$ cat src/rtl/parity_prefix_pkg.sv
// Shared helpers for the prefix-parity unit.
// Provides the ceil(log2) used to size the prefix network.
package parity_prefix_pkg;

    // ceil(log2(n)); returns 0 for n <= 1.
    function automatic int pp_clog2(input int n);
        int r;
        r = 0;
        for (int k = 0; k < 32; k++) begin
            if ((1 << r) < n) r = r + 1;
        end
        return r;
    endfunction

endpackage

$ cat src/rtl/parity_prefix.sv
// Registered prefix parity (XOR scan) via a Sklansky network.
// Ports: i_clk, i_rst_n (sync, active-low), i_valid/iwv_in in,
//        o_valid/owv_out registered result, 1-cycle latency.
module parity_prefix
    import parity_prefix_pkg::*;
#(
    parameter int p_WIDTH = 8
) (
    input  logic               i_clk,
    input  logic               i_rst_n,
    input  logic               i_valid,
    input  logic [p_WIDTH-1:0] iwv_in,
    output logic               o_valid,
    output logic [p_WIDTH-1:0] owv_out
);

    localparam int LEVELS = pp_clog2(p_WIDTH);

    logic [p_WIDTH-1:0] pfx;

    // Level k merges blocks of 2^k: a bit with index bit k set
    // absorbs the prefix ending just below its 2^(k+1)-aligned half.
    genvar k, i;
    generate
        for (k = 0; k < LEVELS; k++) begin : g_lvl
            logic [p_WIDTH-1:0] prv;
            logic [p_WIDTH-1:0] nxt;

            if (k == 0) begin : g_first
                assign prv = iwv_in;
            end else begin : g_chain
                assign prv = g_lvl[k-1].nxt;
            end

            for (i = 0; i < p_WIDTH; i++) begin : g_bit
                if (((i >> k) & 1) == 1) begin : g_mix
                    assign nxt[i] = prv[i] ^ prv[((i >> k) << k) - 1];
                end else begin : g_pass
                    assign nxt[i] = prv[i];
                end
            end
        end

        if (LEVELS == 0) begin : g_wire
            assign pfx = iwv_in;
        end else begin : g_tap
            assign pfx = g_lvl[LEVELS-1].nxt;
        end
    endgenerate

    // owv_out holds its last value when no operand arrives.
    always_ff @(posedge i_clk) begin
        if (!i_rst_n) begin
            o_valid <= 1'b0;
            owv_out <= '0;
        end else begin
            o_valid <= i_valid;
            if (i_valid) owv_out <= pfx;
        end
    end

endmodule

$ cat config.mk
export PLATFORM = sky130hd
export DESIGN_NAME = parity_prefix
export DESIGN_NICKNAME = d
export VERILOG_FILES = /design/src/rtl/parity_prefix_pkg.sv /design/src/rtl/parity_prefix.sv
export SDC_FILE = /design/constraint.sdc
export NUM_CORES = 1
export LEC_CHECK = 0
export ABC_CLOCK_PERIOD_IN_PS = 1800
export CORE_AREA = 2 2 39 41
export DETAILED_ROUTE_END_ITERATION = 8
export DIE_AREA = 0 0 41 43
export PLACE_DENSITY_LB_ADDON = 0.12
export SYNTH_ARGS = -nofsm -noshare
export SYNTH_HDL_FRONTEND = slang
export SYNTH_SLANG_ARGS = --single-unit
$ cat constraint.sdc
create_clock -name i_clk -period 1.8 [get_ports i_clk]
set_clock_uncertainty 0.05 [all_clocks]
set_input_delay 0.27 -clock i_clk [delete_from_list [all_inputs] [get_ports i_clk]]
set_output_delay 0.27 -clock i_clk [all_outputs]
set_load 0.01 [all_outputs]
==> key figures, run 1 <==
Critical path
  – Critical path fanouts, max: 4
  – CP endpoint: owv_out[6]$_SDFFE_PN0P_
  – Reg2Reg Setup Slack: 0.97 ns
  – Type of the worst setup path: in2reg
  – Worst R2R Start: owv_out[6]$_SDFFE_PN0P_
  – R2r endpoint: owv_out[6]$_SDFFE_PN0P_
  – Worst Path Required: 1.91 ns
  – Startpoint Class: input pin
  – Reg2Reg Depth: 2
  – WP data arrival: 1.82 ns
  – CP Launch Point: iwv_in[0]
  – Setup crit end kind: flop

Die
  – Site row count: 14
  – IO Count: 20
  – Die ar.: 1763 µm²
  – Die width: 41 µm
  – Total core area: 1384 µm²
  – Initial core utilization: between 30% and 40%
  – Die height: 43 µm

Synth
  – Post-Syn Area per Cell: 11.94 µm²
  – Largest area contributor in the netlist: dfxtp_1
  – Synthesized area: 417.9 µm²
  – Part of the Yosys area used for sequential elements: 43.11%
  – Yosys reg bits: 9
  – Share of the synthesized area in the top cell type: 43.11%
  – Synth cell types: 14
  – Yosys warns: 0
  – Cell count after synthesis: 35
  – Top cells by area, synth: dfxtp_1 (43%), xor3_2 (12%), mux2i_1 (7.2%), xnor2_1 (6.3%), nor2b_1 (6.0%)
  – Mapped Nets: 46

Layout
  – # diodes: 0
  – Final-layout fill cell count: 137
  – Share of cells above drive strength 1: 15.00%
  – Nets: 72
  – Register area: 180.2 µm²
  – Layout area overhead: 61.38%
  – Area of the multi-input gates: 234.0 µm²

Detailed routing
  – DR DRC count: 0
  – DRT iter0 DRCs: 1
  – Vias: 346
  – Final WL: 850 µm
  – Vias/cell: 4.553
  – Wire length per cell: 11.18 µm
  – Router iterations before antenna repair: 2
  – Remaining antenna violation count: 0

Status
  – Status: completed

Pwr
  – Max VDD drop: 0.4000 mV
  – Leak Pwr: between 0.3 and 0.4 nW
  – Pwr per Cell Area: 831.9 nW/µm²

Timing
  – Tmin final: 1.712 ns
  – # setup viols final: 0
  – Relative slew slack: about two thirds
  – Slew @ Worst Pin: around 0.5 ns
  – RSZ-0062 raised after global routing: false
  – Period utilisation layout: 95.12%
  – Hold Vio Cnt, Final: 0
  – F_max: ~600 MHz
  – Fin Hold WS: approximately 0.43 ns
  – Final Max Slew Viols: 0
  – Total Neg Setup Slack: 0 ns

Global route
  – GRT Total Usage: 12.36%
  – First-pass GRT wire length: 1366 µm
  – Congestion Overflow GR: 0
  – Initial antenna violation count: 0
  – Largest net degree at the start of global routing: 14
  – Vias in the first global route: around 330

Clocking
  – CTS sink cnt: 9
  – Root buf cell: clkbuf_4
  – Cts repair resizes: 0
  – CTS tree: built
  – CTS Buffer Depth: 2
  – CTS H-Tree Depth: 1
  – Clk_lat worst skew: 0.25 ns
  – Post-CTS Setup Bufs: 0
  – TritonCTS Buffers: 3
  – Hold_buf cts: 0
  – CTS clock-pin slew for the worst setup and hold paths: roughly 0.07 ns

Placement
  – Port Buf Inserts: 19
  – Gpl congestion: ~0.57
  – DP HPWL: 659.8 µm

Hold path
  – Hold Path Class: reg2reg

Job
  – Max Cap Viol: 0
[state kept, by name, summed over array words and instances (netlist names)]
name,count
owv_out,8
o_valid,1
[layout make-up]
type | count | share of cell area (%)
clock inverter | 1 | 0.7421
timing repair buffer | 22 | 31.54
multi-input combinational | 25 | 34.69
clock buffer | 3 | 3.340
tap | 16 | 2.968
sequential | 9 | 26.72
[through the flow]
| step | utilization, % | area (µm²) | cells | worst slack [ns] | power, mW |
|---|---|---|---|---|---|
| final | 48.73 | 674.4 | 76 | 0.08789 | 0.5610 |
| after global routing | 48.73 | 674.4 | 76 | 0.04750 | 0.6062 |
| after CTS | 48.73 | 674.4 | 76 | 0.09138 | 0.5743 |
| after detailed placement | 46.75 | 646.9 | 72 | -0.1868 | 0.4131 |
| after global placement | 46.75 | 646.9 | 72 | -0.1741 | 0.4088 |
| after floorplan | - | 417.9 | 35 | 0.3219 | 0.3260 |
[report_power, final]
part | total, mW | internal [mW] | switching, mW
Clock | 0.155 | 0.0819 | 0.0726
Combinational | 0.177 | 0.114 | 0.0637
Sequential | 0.229 | 0.220 | 0.00894
Total | 0.561 | 0.416 | 0.145
[synthesized netlist by cell type]
| cell type | count |
|---|---|
| dfxtp_1 | 9 |
| nor2b_1 | 4 |
| mux2i_1 | 3 |
| xnor2_1 | 3 |
| a21oi_1 | 2 |
| nand2_1 | 2 |
| o211a_1 | 2 |
| o21ai_0 | 2 |
| xor2_1 | 2 |
| xor3_2 | 2 |
| a22o_1 | 1 |
| and2_1 | 1 |
| buf_1 | 1 |
| xnor3_1 | 1 |
[cell families after synthesis]
kind of cell           Yosys count  synth area share [%]
buffers and inverters            1                0.8973
flip-flops                       9                 43.11
XOR/XNOR                         8                 27.85
AO/OA/AOI/OAI                    7                 11.68
multiplexers                     3                 7.186
AND/OR/NAND/NOR                  7                 9.282
[metal layers]
layer	global-route usage [%]	share of wire (%)	vias up
met3	6.283	7.1	0
met2	18.44	49	12
met1	12.91	44	162
li1	-	-	172
met4	8.000	0	0
met5	0	0	-
[critical path: stages]
cell and delay [ns]:
clkdlybuf4s50_1 0.48, xor3_2 0.44, xor3_2 0.29, xor2_1 0.16
a22o_1 0.18
[placed cells by master, fill, tap and decap left out, drive strengths merged]
| cell type | instances |
|---|---|
| a21oi | 2 |
| xnor2 | 3 |
| mux2i | 3 |
| o211a | 2 |
| a22o | 1 |
| clkbuf | 3 |
| clkdlybuf4s50 | 19 |
| xnor3 | 1 |
| clkinv | 1 |
| nor2b | 4 |
| xor2 | 2 |
| dfxtp | 9 |
| and2 | 1 |
| xor3 | 2 |
| o21ai | 2 |
| nand2 | 2 |
| buf | 3 |
[worst min path at each step]
stage / startpoint / end / slack (ns) / depth (start not counted)
2_1_floorplan: i_rst_n / owv_out[0]$_SDFFE_PN0P_ / 0.35 / 1
3_3_place_gp: owv_out[1]$_SDFFE_PN0P_ / owv_out[1]$_SDFFE_PN0P_ / 0.41 / 1
3_5_place_dp: owv_out[3]$_SDFFE_PN0P_ / owv_out[3]$_SDFFE_PN0P_ / 0.42 / 1
4_1_cts: owv_out[3]$_SDFFE_PN0P_ / owv_out[3]$_SDFFE_PN0P_ / 0.43 / 1
5_1_grt: owv_out[3]$_SDFFE_PN0P_ / owv_out[3]$_SDFFE_PN0P_ / 0.45 / 1
6_report: owv_out[3]$_SDFFE_PN0P_ / owv_out[3]$_SDFFE_PN0P_ / 0.43 / 1
Note: power is estimated with default switching activity, not from simulation.
==> inputs of run 2 (changes only) <==
Settings changed: PLACE_DENSITY_LB_ADDON 0.12 to 0.15.
==> key figures, run 2 (synthesized netlist as in run 1, its figures left out) <==
Critical path
  – Reg2Reg Setup Slack: 0.99 ns (was 0.97 ns)
  – Most frequent CP cell: xor3_2 (unchanged)
  – Worst stage delay on the critical path: 0.48 ns (about the same)
  – R2r endpoint: owv_out[6]$_SDFFE_PN0P_ (unchanged)
  – Setup crit end kind: flop (unchanged)
  – Worst path cell trace: clkdlybuf4s50_1, xor3_2, xor3_2, xor2_1, a22o_1 (unchanged)
  – Critical path fanouts, max: 4 (unchanged)
  – Reg2Reg Depth: 2 (unchanged)
  – Worst Path Required: 1.91 ns (about the same)
  – Worst path slowest cell: clkdlybuf4s50_1 (unchanged)
  – WP data arrival: 1.82 ns (about the same)
  – Worst R2R Start: owv_out[6]$_SDFFE_PN0P_ (unchanged)
  – Startpoint Class: input pin (unchanged)
  – Type of the worst setup path: in2reg (unchanged)

Global route
  – Routing usage on met2: 16.88% (was 18.44%)
  – Vias in the first global route: 324 (was 332)
  – Most Crowded Layer GR: met2 (unchanged)
  – GRT Total Usage: 11.63% (was 12.36%)
  – Congestion Overflow GR: 0 (unchanged)
  – First-pass GRT wire length: 1283 µm (was 1366 µm)
  – GR Util met3: 4.712% (was 6.283%)
  – Largest net degree at the start of global routing: 14 (unchanged)
  – GR Util met1: 12.17% (was 12.91%)
  – Initial antenna violation count: 0 (unchanged)

Timing
  – F_max: 584.1 MHz (about the same)
  – Fin Hold WS: 0.4344 ns (was 0.4280 ns)
  – Hold Vio Cnt, Final: 0 (unchanged)
  – Tmin final: 1.712 ns (about the same)
  – RSZ-0062 raised after global routing: false (unchanged)
  – Relative slew slack: 79.51% (was 66.94%)
  – Slew @ Worst Pin: 0.3064 ns (was 0.4943 ns)
  – Total Neg Setup Slack: 0 ns (unchanged)
  – # setup viols final: 0 (unchanged)
  – Final Max Slew Viols: 0 (unchanged)
  – Worst Setup Slack, final: 0.08789 ns (about the same)
  – Period utilisation layout: 95.12% (about the same)

Placement
  – Port Buf Inserts: 19 (unchanged)
  – Post-placement cell count: 72 (unchanged)
  – Gpl congestion: 0.7088 (was 0.5736)
  – Worst slack, placed: -0.1896 ns (was -0.1868 ns)

Detailed routing
  – Router iterations before antenna repair: 2 (unchanged)
  – Wire length per cell: 11.32 µm (was 11.18 µm)
  – DR DRC count: 0 (unchanged)
  – DRT iter0 DRCs: 3 (was 1)
  – Vias/cell: 4.434 (was 4.553)
  – Final WL: 860 µm (was 850 µm)
  – Remaining antenna violation count: 0 (unchanged)
  – Vias: 337 (was 346)

Clocking
  – CTS sink cnt: 9 (unchanged)
  – CTS Buffer Depth: 2 (unchanged)
  – Hold_buf cts: 0 (unchanged)
  – Root buf cell: clkbuf_4 (unchanged)
  – TritonCTS Buffers: 3 (unchanged)
  – CTS H-Tree Depth: 1 (unchanged)
  – CTS tree: built (unchanged)
  – Clk_lat worst skew: 0.26 ns (was 0.25 ns)
  – CTS clock-pin slew for the worst setup and hold paths: 0.06 ns (was 0.07 ns)
  – Cts repair resizes: 0 (unchanged)
  – Post-CTS Setup Bufs: 0 (unchanged)

Die
  – Die ar.: 1763 µm² (unchanged)
  – IO Count: 20 (unchanged)
  – Initial core utilization: 30.20% (unchanged)
  – Total core area: 1384 µm² (unchanged)
  – Die width: 41 µm (unchanged)
  – Site row count: 14 (unchanged)
  – Die height: 43 µm (unchanged)

Layout
  – Layout area overhead: 61.08% (was 61.38%)
  – # diodes: 0 (unchanged)
  – Final-layout fill cell count: 140 (was 137)
  – Share of cells above drive strength 1: 13.33% (was 15.00%)
  – Register area: 180.2 µm² (unchanged)
  – Final Non-Filler Cells: 76 (unchanged)
  – Regs by FF count: owv_out: 8 flops, o_valid: 1 flops (unchanged)
  – Area of the multi-input gates: 234.0 µm² (unchanged)
  – Max FFs per register: 8 (unchanged)
  – Commonest non-fill, non-tap cell in the layout: clkdlybuf4s50_1 (unchanged)
  – Most frequent cells in the layout: clkdlybuf4s50_1 (19), dfxtp_1 (9), nor2b_1 (4) (unchanged)
  – Biggest register: owv_out (unchanged)
  – Nets: 72 (unchanged)

Hold path
  – Hold Path Class: reg2reg (unchanged)
  – WHS Path Cells: 1 (unchanged)
  – Worst Hold Launch: owv_out[1]$_SDFFE_PN0P_ (was owv_out[3]$_SDFFE_PN0P_)
  – Worst Hold Path EP: owv_out[1]$_SDFFE_PN0P_ (was owv_out[3]$_SDFFE_PN0P_)

Pwr
  – Max VDD drop: 0.3556 mV (was 0.4000 mV)
  – Pwr per Cell Area: 839.9 nW/µm² (was 831.9 nW/µm²)
  – Leak Pwr: 0.2994 nW (was 0.3021 nW)

Job
  – Max Cap Viol: 0 (unchanged)

Status
  – Status: completed (unchanged)
[run 2: cell count changes in the layout (fill, tap and decap cells not counted)]
cell      delta
clkinv_2     -1
clkbuf_1     +1
[run 2: through the flow]
stage / utilization (%) / instance area (µm²) / total power [mW]
after floorplan: - / 417.9 / 0.3260
after global placement: 46.75 / 646.9 / 0.4111
after detailed placement: 46.75 / 646.9 / 0.4134
after CTS: 48.64 / 673.1 / 0.5745
after global routing: 48.64 / 673.1 / 0.6003
final: 48.64 / 673.1 / 0.5654
[run 2: report_power, final]
group | switching, mW | internal (mW) | leakage [nW]
Combinational | 0.0633 | 0.114 | 0.210
Sequential | 0.00935 | 0.220 | 0.0746
Clock | 0.0733 | 0.0856 | 0.0150
[run 2: critical path, delay by kind of cell]
kind,cells,cell delay [ns]
compound gates,1,0.18
xor+xnor,3,0.89
buf+inv,1,0.48
[run 2: routing by layer]
layer	vias to the layer above	part of all wire, %
met5	-	0
met4	0	3.0
met3	4	7.3
met2	14	47
met1	148	43
li1	171	-
[run 2: area by class of cell]
cell class / count / area share (%)
clock buffer: 4 / 3.903
multi-input combinational: 25 / 34.76
sequential: 9 / 26.77
tap: 16 / 2.974
timing repair buffer: 22 / 31.60
[run 2: worst max path at each step]
stage              start                 endpoint  slack [ns]
2_1_floorplan  iwv_in[0]  owv_out[6]$_SDFFE_PN0P_        0.32
3_3_place_gp   iwv_in[0]  owv_out[6]$_SDFFE_PN0P_       -0.17
3_5_place_dp   iwv_in[0]  owv_out[6]$_SDFFE_PN0P_       -0.19
4_1_cts        iwv_in[0]  owv_out[6]$_SDFFE_PN0P_        0.08
5_1_grt        iwv_in[0]  owv_out[7]$_SDFFE_PN0P_        0.03
6_report       iwv_in[0]  owv_out[6]$_SDFFE_PN0P_        0.09
